[src/rtl/fp8_div_e5m2_seq.sv]
// Sequential E5M2 divider: restoring radix-2 mantissa division, one quotient bit per cycle,
// followed by a single normalise/round cycle. Valid/ready on both sides, one op in flight.
module fp8_div_e5m2_seq #(
    parameter int unsigned N    = 8,
    parameter int unsigned E    = 5,
    parameter int unsigned MA   = 2,
    parameter int unsigned BIAS = 15
) (
    input  logic         clk,
    input  logic         rst_n,
    input  logic         in_valid,
    output logic         in_ready,
    input  logic [N-1:0] a,
    input  logic [N-1:0] b,
    output logic         out_valid,
    input  logic         out_ready,
    output logic [N-1:0] y,
    output logic         dz,
    output logic         of,
    output logic         uf
);

    localparam int unsigned QW = 2 * MA + 2;
    localparam int unsigned CW = $clog2(QW);
    localparam int unsigned XW = E + 2;
    localparam int unsigned SB = QW - 3 - MA;
    localparam logic [QW-1:0]        SMASK = QW'((1 << SB) - 1);
    localparam logic signed [XW-1:0] EZERO = '0;
    localparam logic signed [XW-1:0] EMAX  = XW'((1 << E) - 1);

    typedef enum logic [1:0] {StIdle, StDiv, StNorm, StHold} state_e;

    state_e          r_state;
    state_e          w_state_next;

    logic [N-1:0]    r_a;
    logic [N-1:0]    r_b;
    logic [MA:0]     r_d;
    logic [MA+1:0]   r_rem;
    logic [QW-1:0]   r_q;
    logic [CW-1:0]   r_cnt;
    logic [N-1:0]    r_y;
    logic            r_dz;
    logic            r_of;
    logic            r_uf;

    logic            w_ge;
    logic [MA+1:0]   w_rem_sub;
    logic [QW-1:0]   w_qn;
    logic [MA-1:0]   w_mant;
    logic            w_g;
    logic            w_r;
    logic            w_s;
    logic [MA:0]     w_rnd;
    logic signed [XW-1:0] w_ex;
    logic            w_sign;
    logic            w_a_zero;
    logic            w_b_zero;
    logic [N-1:0]    w_y;
    logic            w_dz;
    logic            w_of;
    logic            w_uf;

    // State register
    always_ff @(posedge clk or negedge rst_n) begin
        if (!rst_n) begin
            r_state <= StIdle;
        end else begin
            r_state <= w_state_next;
        end
    end

    // Next-state logic
    always_comb begin
        w_state_next = r_state;
        case (r_state)
            StIdle: if (in_valid) w_state_next = StDiv;
            StDiv:  if (r_cnt == CW'(QW - 1)) w_state_next = StNorm;
            StNorm: w_state_next = StHold;
            StHold: if (out_ready) w_state_next = StIdle;
            default: w_state_next = StIdle;
        endcase
    end

    // Output logic
    always_comb begin
        in_ready  = (r_state == StIdle);
        out_valid = (r_state == StHold);
        y         = r_y;
        dz        = r_dz;
        of        = r_of;
        uf        = r_uf;
    end

    // One restoring step: subtract divisor when it fits, then shift the partial remainder.
    always_comb begin
        w_ge      = (r_rem >= {1'b0, r_d});
        w_rem_sub = w_ge ? (r_rem - {1'b0, r_d}) : r_rem;
    end

    // Normalise the quotient so the leading one sits at the top, then round and range-check.
    always_comb begin
        w_qn     = r_q[QW-1] ? r_q : {r_q[QW-2:0], 1'b0};
        w_mant   = w_qn[QW-2 -: MA];
        w_g      = w_qn[QW-2-MA];
        w_r      = w_qn[QW-3-MA];
        w_s      = (|(w_qn & SMASK)) | (r_rem != '0);
        w_rnd    = {1'b0, w_mant} + (MA + 1)'(w_g & (w_r | w_s));
        w_ex     = XW'(r_a[N-2 -: E]) - XW'(r_b[N-2 -: E]) + XW'(BIAS)
                   - XW'(!r_q[QW-1]) + XW'(w_rnd[MA]);
        w_sign   = r_a[N-1] ^ r_b[N-1];
        w_a_zero = (r_a[N-2:0] == '0);
        w_b_zero = (r_b[N-2:0] == '0);

        w_y  = {w_sign, w_ex[E-1:0], w_rnd[MA-1:0]};
        w_dz = 1'b0;
        w_of = 1'b0;
        w_uf = 1'b0;
        if (w_b_zero) begin
            w_y  = {w_sign, {E{1'b1}}, {MA{1'b0}}};
            w_dz = 1'b1;
        end else if (w_a_zero) begin
            w_y  = {w_sign, {(N - 1){1'b0}}};
        end else if (w_ex <= EZERO) begin
            w_y  = {w_sign, {(N - 1){1'b0}}};
            w_uf = 1'b1;
        end else if (w_ex >= EMAX) begin
            w_y  = {w_sign, {E{1'b1}}, {MA{1'b0}}};
            w_of = 1'b1;
        end
    end

    // Datapath and result registers
    always_ff @(posedge clk or negedge rst_n) begin
        if (!rst_n) begin
            r_a   <= '0;
            r_b   <= '0;
            r_d   <= '0;
            r_rem <= '0;
            r_q   <= '0;
            r_cnt <= '0;
            r_y   <= '0;
            r_dz  <= 1'b0;
            r_of  <= 1'b0;
            r_uf  <= 1'b0;
        end else begin
            case (r_state)
                StIdle: begin
                    if (in_valid) begin
                        r_a   <= a;
                        r_b   <= b;
                        r_d   <= {1'b1, b[MA-1:0]};
                        r_rem <= {2'b01, a[MA-1:0]};
                        r_q   <= '0;
                        r_cnt <= '0;
                    end
                end
                StDiv: begin
                    r_q   <= {r_q[QW-2:0], w_ge};
                    r_rem <= w_rem_sub << 1;
                    r_cnt <= r_cnt + CW'(1);
                end
                StNorm: begin
                    r_y  <= w_y;
                    r_dz <= w_dz;
                    r_of <= w_of;
                    r_uf <= w_uf;
                end
                default: ;
            endcase
        end
    end

endmodule

[config.mk]
export PLATFORM = sky130hd
export DESIGN_NAME = fp8_div_e5m2_seq
export DESIGN_NICKNAME = d
export VERILOG_FILES = /design/src/rtl/fp8_div_e5m2_seq.sv
export SDC_FILE = /design/constraint.sdc
export NUM_CORES = 1
export LEC_CHECK = 0
export ABC_AREA = 1
export CORE_MARGIN = 4
export CORE_UTILIZATION = 40
export CTS_BUF_LIST = sky130_fd_sc_hd__clkbuf_8
export CTS_CLUSTER_DIAMETER = 50
export CTS_CLUSTER_SIZE = 28
export DETAILED_ROUTE_END_ITERATION = 12
export PLACE_DENSITY_LB_ADDON = 0.08
export RECOVER_POWER = 100
export SYNTH_ARGS = -nofsm -noshare
export SYNTH_HDL_FRONTEND = slang
export SYNTH_SLANG_ARGS = --single-unit
[constraint.sdc]
create_clock -name clk -period 7.7 [get_ports clk]
set_clock_uncertainty 0.15 [all_clocks]
set_input_delay 2.31 -clock clk [delete_from_list [all_inputs] [get_ports clk]]
set_output_delay 2.31 -clock clk [all_outputs]
set_load 0.005 [all_outputs]
==> impl_metrics.py, run 1 <==
metrics = {
    "cts": {
        "post-cts-setup-buffer-count": 0,
        "cts_tree": "done",
        "insertion_delay_ns": 0.30,
        "clock_sinks": 43,
        "post_cts_resized": 0,
        "cts_max_level": 2,
        "clkTransAtPathRegs_ns": 0.09,
        "clk_path_buf_depth": 2,
        "cts_root_buf": "clkbuf_8",
        "cts_buffers": 5,
        "hold_buffers": 0,
    },
    "logic_synthesis": {
        "synth_fp_nets": 339,
        "synth_edf_count": 0,
        "netlist-cell-type-count": 31,
        "yosys_warnings": 0,
        "syn_avg_cell_area_um2": 8.38,
        "synthTopCellsByCount": "nand2_1 (80), dfrtp_1 (43), inv_1 (41)",
        "netlist_instances": 295,
        "synth_most_common_cell": "nand2_1",
        "synth.yosys.seq_area_share_pct": 43.5,
        "synthTopCellsByArea": "dfrtp_1 (44%), nand2_1 (12%), ha_1 (10%)",
        "yosysTopAreaCellShare_pct": 43.5,
        "async_flop_share_pct": 100,
        "synth_top_area_cell": "dfrtp_1",
        "synth_flop_cell": "dfrtp_1",
        "synth_area_mm2": 0.00247,
        "synth-seq-cells": 43,
    },
    "timing": {
        "setup_violations": 0,
        "fin_crit_sh_pct": 54.5,
        "finalSetupTns_ns": 0,
        "tightest_slew_ns": 2.29,
        "grt_setup_unrepaired": "no",
        "hold_violations": 0,
        "max-slew-margin-rel_pct": -53.0,
        "period_minus_slack_ns": 4.20,
        "fmaxAchievable_mhz": 238,
        "holdWs_ns": 0.314,
        "finalMaxSlewViolations": 44,
    },
    "worst_setup_path": {
        "cp_common_cell": "nand2_1",
        "slowest_delay_ns": 0.59,
        "worstPathCellList": "dlygate4sd3_1 > nand2_1 > o21ai_0 > nand2_1 > xor2_1 > a21oi_1",
        "cp.arrival_ns": 4.21,
        "critPathMaxFanout": 14,
        "required_ns": 7.72,
        "critPathSlowestCell": "o21ai_0",
        "worstSetupEndpointType": "flip-flop",
        "worstSetupPathType": "in2reg",
        "crit_path_start_kind": "primary input",
    },
    "routing": {
        "first_pass_iters": 4,
        "drtIter0Drc": 46,
        "via_count": 1934,
        "wirelength_um": 4830,
        "antenna_left": 0,
        "wl_per_cell_um": 11.9,
        "drc": 0,
        "vias_per_cell": 4.78,
    },
    "final_layout": {
        "num_antenna_cells": 0,
        "num-nets-final": 373,
        "syn_to_final_growth_pct": 19.1,
        "stdcell_area_mm2": 0.00295,
        "drive_gt1_share_pct": 5.15,
    },
    "global_route": {
        "grt_pass1_vias": 1864,
        "antenna_found_initial": 0,
        "grt.total_usage_pct": 14.2,
        "overflow": 0,
        "grt_start_max_net_pins": 44,
        "grt_pass1_wl_um": 8490,
    },
    "run_status": {
        "status": "finished with violations",
        "violations": "max-capacitance violations, max-slew violations",
    },
    "floorplan": {
        "die_y_um": 86.6,
        "io_pins": 33,
        "row_count": 28,
        "die_x_um": 86.6,
        "coreArea_mm2": 0.00596,
        "die_area_mm2": 0.00750,
        "initial_utilization_pct": 41.5,
    },
    "placed_design": {
        "port-buffer-count": 32,
        "post-dp-hpwl_um": 3740,
        "gp_congestion": 0.752,
        "placed_cell_area_mm2": 0.00286,
    },
    "worst_hold_path": {
        "min_path_type": "reg2reg",
    },
    "flow_run": {
        "cap_violations": 1,
    },
}
cells in the final DEF, fill, tap and decap left out, types with 2 or more instances in the layout:
master / count
nand2_1: 82
dfrtp_1: 43
inv_1: 41
ha_1: 20
o21ai_0: 19
nor2_1: 18
clkdlybuf4s50_1: 17
a21oi_1: 15
dlygate4sd3_1: 14
nand3_1: 10
o22ai_1: 10
xor2_1: 6
clkbuf_8: 5
fa_1: 4
nor4_1: 3
a211oi_1: 2
nor3_1: 2
nand2_2: 2
nand3_2: 2
o21ai_2: 2
registers in the layout, indices dropped and copies added, names as in the netlist:
name and flops:
r_d 1, r_state 2, of 1, uf 1
dz 1, r_a 8, r_b 8, r_rem 4
r_cnt 3, r_q 6, y 8
final timing paths:
path	end	slack, ns	startpoint	cells after the start
max in group asynchronous	r_q[1]	3.55	rst_n	1
hold / removal	r_d[2]	0.31	r_d[2]	2
min in group asynchronous	y[4]	2.55	rst_n	1
setup reg to reg	y[1]	3.95	r_q[5]	19
setup / recovery	r_cnt[2]	3.50	in_valid	6
hold reg to reg	r_d[2]	0.31	r_d[2]	2
cells by family (layout without fill, tap and decap cells):
family	count (synthesis)	in the layout	share of synthesized area, %
AOI/OAI and AO/OA	50	50	12.0
xor gates and xnor gates	7	7	2.48
adders and majority gates	24	24	13.4
buffers and inverters	48	83	7.34
DFF	43	43	43.5
and+or+nand+nor	123	123	21.3
final cells by class:
type,count,area (um^2)
fill,619,3010
multi-input combinational,204,1190
sequential,43,1080
timing repair buffer,32,314
inverter,43,161
tap,75,93.8
clock buffer,5,68.8
clock inverter,3,43.8
worst max-delay path, delay by kind of cell:
kind,cells,cell delay (ns)
XOR/XNOR,1,0.16
buffers and inverters,1,0.55
AO/OA/AOI/OAI,2,0.64
AND/OR/NAND/NOR,2,0.54
through the flow:
step / cells / utilization, % / worst slack [ns]
after floorplan: 295 / - / 4.48
after global placement: 397 / 48.0 / 3.43
after detailed placement: 397 / 48.0 / 3.38
after CTS: 405 / 49.9 / 3.63
after global routing: 405 / 49.5 / 2.96
final: 405 / 49.5 / 3.50
per-layer routing:
| layer | track usage [%] | up-vias | part of all wire (%) |
|---|---|---|---|
| li1 | - | 1016 | - |
| met1 | 19.1 | 871 | 49 |
| met3 | 3.42 | 4 | 5.0 |
| met4 | 3.40 | 0 | 0.79 |
| met2 | 23.1 | 43 | 45 |
| met5 | 0 | - | 0 |
Power of run 1 is left out: the tool's default activity adds up to more than one toggle a clock period on the data nets, which glitch-free logic cannot reach.
==> run 2: changes to the inputs <==
==> constraint.sdc (replaced) <==
create_clock -name clk -period 4 [get_ports clk]
set_clock_uncertainty 0.15 [all_clocks]
set_input_delay 1.2 -clock clk [delete_from_list [all_inputs] [get_ports clk]]
set_output_delay 1.2 -clock clk [all_outputs]
set_load 0.005 [all_outputs]
==> impl_metrics.py, run 2 (synthesis gave the netlist of run 1 again) <==
metrics = {
    "timing": {
        "holdWs_ns": 0.308,
        "hold_violations": 0,
        "finalMaxSlewViolations": 44,
        "setup_violations": 0,
        "period_minus_slack_ns": 3.49,
        "tightest_slew_ns": 2.29,
        "fmaxAchievable_mhz": 287,
        "max-slew-margin-rel_pct": -52.4,
        "grt_setup_unrepaired": "no",
        "fin_crit_sh_pct": 87.2,
        "finalSetupTns_ns": 0,
    },
    "final_layout": {
        "final_common_cell": "nand2_1",
        "fillCellCount": 626,
        "fin_cells": 408,
        "num-nets-final": 376,
        "regArea_mm2": 0.00108,
        "syn_to_final_growth_pct": 19.8,
        "num_antenna_cells": 0,
        "layout_common_cells": "nand2_1 (83), dfrtp_1 (43), inv_1 (41), ha_1 (20), o21ai_0 (19)",
        "multi_input_area_mm2": 0.00119,
        "drive_gt1_share_pct": 5.11,
        "utilization_pct": 49.7,
    },
    "worst_hold_path": {
        "holdCritStartpoint": "r_d[2]",
        "hold_depth": 2,
        "min_path_type": "reg2reg",
        "holdPathEnd": "r_d[2]",
    },
    "worst_setup_path": {
        "worstSetupEndpointType": "flip-flop",
        "worstSetupPathType": "reg2reg",
        "r2r_end": "of",
        "critPathMaxFanout": 8,
        "crit_path_start_kind": "flip-flop",
        "cp.arrival_ns": 3.55,
        "required_ns": 4.07,
        "r2r_slack_ns": 0.51,
        "reg2reg_from": "r_q[5]",
        "worst_r2r_path_depth": 19,
    },
    "routing": {
        "wirelength_um": 4960,
        "antenna_left": 0,
        "vias_per_cell": 4.77,
        "wl_per_cell_um": 12.2,
        "drc": 0,
        "first_pass_iters": 4,
        "drtIter0Drc": 54,
        "via_count": 1946,
    },
    "placed_design": {
        "dp.cells": 400,
        "gp_congestion": 0.802,
        "post-dp-hpwl_um": 3850,
        "port-buffer-count": 32,
    },
    "run_status": {
        "violations": "max-capacitance violations, max-slew violations",
        "status": "finished with violations",
    },
    "cts": {
        "hold_buffers": 0,
        "clk_path_buf_depth": 2,
        "post_cts_resized": 0,
        "clkTransAtPathRegs_ns": 0.09,
        "cts_root_buf": "clkbuf_8",
        "cts_max_level": 2,
        "post-cts-setup-buffer-count": 0,
        "insertion_delay_ns": 0.30,
        "cts_tree": "done",
        "cts_buffers": 5,
        "clock_sinks": 43,
    },
    "floorplan": {
        "row_count": 28,
        "die_area_mm2": 0.00750,
        "io_pins": 33,
        "die_x_um": 86.6,
        "coreArea_mm2": 0.00596,
        "die_y_um": 86.6,
        "initial_utilization_pct": 41.5,
    },
    "global_route": {
        "overflow": 0,
        "grt_pass1_wl_um": 8790,
        "grt.total_usage_pct": 14.8,
        "antenna_found_initial": 0,
        "grt_pass1_vias": 1976,
        "grt_start_max_net_pins": 44,
    },
    "flow_run": {
        "cap_violations": 1,
    },
}
-- run 2: cell count changes in the layout (fill, tap and decap cells not counted) --
cell and change:
clkbuf_1 +3, nor2_1 -1, nand2_2 -1, nor2_4 +1
nand2_1 +1
-- run 2: metrics by stage --
stage	instance area, um^2	setup slack (ns)
floorplan	2470	0.841
global placement	2880	0.685
detailed placement	2880	0.594
CTS	3000	0.553
global route	2960	0.114
finish	2960	0.511
-- run 2: worst max path at each step --
stage                       from   end  slack, ns
after floorplan           r_q[5]  y[4]       0.84
final                     r_q[5]    of       0.51
after CTS                 r_q[5]  y[5]       0.55
after global placement    r_q[5]  y[2]       0.68
after detailed placement  r_q[5]  y[5]       0.59
after global routing      r_q[5]    of       0.11
-- run 2: metal layers --
metal | GRT usage, % | share of wire, %
met1 | 19.8 | 49
met2 | 23.5 | 44
met5 | 0 | 0
met3 | 3.80 | 5.1
met4 | 4.67 | 1.2
-- run 2: final cells by class --
| class | instances | share of cell area [%] |
|---|---|---|
| clock buffers | 5 | 2.32 |
| repair buffers | 35 | 11.0 |
| clock inverters | 3 | 1.48 |
| well taps | 75 | 3.17 |
| flip-flops and latches | 43 | 36.3 |
| inverters | 43 | 5.45 |
| multi-input cells | 204 | 40.3 |
-- run 2: worst max-delay path: stages, from the launching register on --
cell	delay [ns]
dfrtp_1	0.46
inv_1	0.10
o211ai_1	0.09
nor4_1	0.19
a211oi_1	0.08
ha_1	0.20
ha_1	0.20
fa_1	0.39
ha_1	0.20
inv_1	0.06
fa_1	0.42
inv_1	0.09
nor3_1	0.05
nand2_1	0.07
a21oi_1	0.04
nand2_1	0.06
nand2_1	0.09
nor2_4	0.14
nand2_1	0.12
o21ai_0	0.20
Power of run 2 is left out for the same reason.
==> run 3: changes to the inputs <==
--- a/config.mk
+++ b/config.mk
@@ -12,7 +12,7 @@
 export CTS_CLUSTER_DIAMETER = 50
 export CTS_CLUSTER_SIZE = 28
 export DETAILED_ROUTE_END_ITERATION = 12
-export PLACE_DENSITY_LB_ADDON = 0.08
+export PLACE_DENSITY = 0.67
 export RECOVER_POWER = 100
 export SYNTH_ARGS = -nofsm -noshare
 export SYNTH_HDL_FRONTEND = slang
==> impl_metrics.py, run 3 (synthesis gave the netlist of run 1 again) <==
metrics = {
    "worst_setup_path": {
        "r2r_slack_ns": 0.49,
        "reg2reg_from": "r_q[5]",
        "cp.arrival_ns": 3.58,
        "worstSetupEndpointType": "flip-flop",
        "required_ns": 4.06,
        "cp_top_family": "adder cells",
        "cp_common_cell": "nand2_1",
        "r2r_end": "of",
        "critPathMaxFanout": 8,
        "crit_path_start_kind": "flip-flop",
        "slowest_delay_ns": 0.47,
        "critPathSlowestCell": "dfrtp_1",
        "worst_r2r_path_depth": 19,
        "cp_num_buf_inv": 3,
        "worstSetupPathType": "reg2reg",
        "worstPathCellList": "inv_1 > o211ai_1 > nor4_1 > a211oi_1 > ha_1 > ha_1 > fa_1 > ha_1 > inv_1 > fa_1 > inv_1 > nor3_1 > nand2_1 > a21oi_1 > nand2_1 > nand2_1 > nor2_4 > nand2_1 > o21ai_0",
    },
    "timing": {
        "hold_violations": 0,
        "fin_crit_sh_pct": 87.9,
        "fin_ws_ns": 0.486,
        "setup_violations": 0,
        "finalMaxSlewViolations": 44,
        "fmaxAchievable_mhz": 285,
        "period_minus_slack_ns": 3.51,
        "grt_setup_unrepaired": "no",
        "max-slew-margin-rel_pct": -52.9,
        "tightest_slew_ns": 2.29,
        "finalSetupTns_ns": 0,
    },
    "cts": {
        "hold_buffers": 0,
        "post-cts-setup-buffer-count": 0,
        "clkTransAtPathRegs_ns": 0.09,
        "cts_max_level": 2,
        "clock_sinks": 43,
        "post_cts_resized": 0,
        "cts_buffers": 5,
        "clk_path_buf_depth": 2,
        "cts_tree": "done",
        "insertion_delay_ns": 0.30,
        "cts_root_buf": "clkbuf_8",
    },
    "floorplan": {
        "die_area_mm2": 0.00750,
        "io_pins": 33,
        "initial_utilization_pct": 41.5,
        "die_x_um": 86.6,
        "row_count": 28,
        "die_y_um": 86.6,
        "coreArea_mm2": 0.00596,
    },
    "global_route": {
        "grt_use_met3_pct": 3.52,
        "antenna_found_initial": 0,
        "grt.met2_usage_pct": 23.2,
        "grt_pass1_wl_um": 8870,
        "grt.total_usage_pct": 14.8,
        "busiest_layer": "met2",
        "gr-usage-met1_pct": 20.7,
        "grt_start_max_net_pins": 44,
        "overflow": 0,
        "grt_pass1_vias": 1960,
    },
    "routing": {
        "drtIter0Drc": 74,
        "drc": 0,
        "vias_per_cell": 4.82,
        "via_count": 1960,
        "antenna_left": 0,
        "wirelength_um": 4930,
        "first_pass_iters": 4,
        "wl_per_cell_um": 12.1,
    },
    "worst_hold_path": {
        "hold_depth": 2,
        "holdCritStartpoint": "r_d[2]",
        "min_path_type": "reg2reg",
        "holdPathEnd": "r_d[2]",
    },
    "run_status": {
        "violations": "max-capacitance violations, max-slew violations",
        "status": "finished with violations",
    },
    "final_layout": {
        "utilization_pct": 49.5,
        "final_common_cell": "nand2_1",
        "syn_to_final_growth_pct": 19.3,
        "num_antenna_cells": 0,
        "layout_common_cells": "nand2_1 (83), dfrtp_1 (43), inv_1 (41), ha_1 (20), o21ai_0 (19)",
        "num-nets-final": 375,
        "drive_gt1_share_pct": 5.12,
    },
    "placed_design": {
        "dp_slack_ns": 0.619,
        "port-buffer-count": 32,
        "gp_congestion": 0.828,
        "post-dp-hpwl_um": 3890,
    },
    "flow_run": {
        "cap_violations": 1,
    },
}
==> run 3: final cells by class <==
type                            count  area [um^2]
Sequential cell                    43         1080
Tap cell                           75         93.8
Timing Repair Buffer               34          322
Clock buffer                        7         96.3
Fill cell                         595         3010
Inverter                           43          161
Multi-Input combinational cell    204         1190
Clock inverter                      1         7.51
==> run 3: worst max path at each step <==
stage,slack [ns],cells past startpoint,to,from
CTS,0.58,19,y[3],r_q[5]
global placement,0.70,19,y[5],r_q[5]
floorplan,0.84,19,y[4],r_q[5]
global route,0.12,19,y[2],r_q[5]
detailed placement,0.62,19,y[3],r_rem[1]
finish,0.49,19,of,r_q[5]
==> run 3: routing by layer <==
layer | part of all wire (%) | wire, um | vias to the layer above
met5 | 0 | 0 | -
met4 | 0.79 | 39 | 0
met3 | 4.7 | 234 | 4
met2 | 47 | 2300 | 39
met1 | 48 | 2350 | 894
li1 | - | - | 1023
==> run 3: worst reg2reg max path: stages, from the launching register on <==
cell      delay, ns
dfrtp_1        0.47
inv_1          0.11
o211ai_1       0.09
nor4_1         0.20
a211oi_1       0.09
ha_1           0.21
ha_1           0.19
fa_1           0.39
ha_1           0.20
inv_1          0.07
fa_1           0.42
inv_1          0.08
nor3_1         0.04
nand2_1        0.06
a21oi_1        0.04
nand2_1        0.06
nand2_1        0.09
nor2_4         0.15
nand2_1        0.12
o21ai_0        0.22
==> run 3: through the flow <==
step                cell area (um^2)  cells  hold WS, ns
finish                          2950    407        0.326
global route                    2950    407        0.367
CTS                             2980    407        0.326
detailed placement              2880    399        0.306
global placement                2880    399        0.300
floorplan                       2470    295        0.276
Power of run 3 is left out for the same reason.
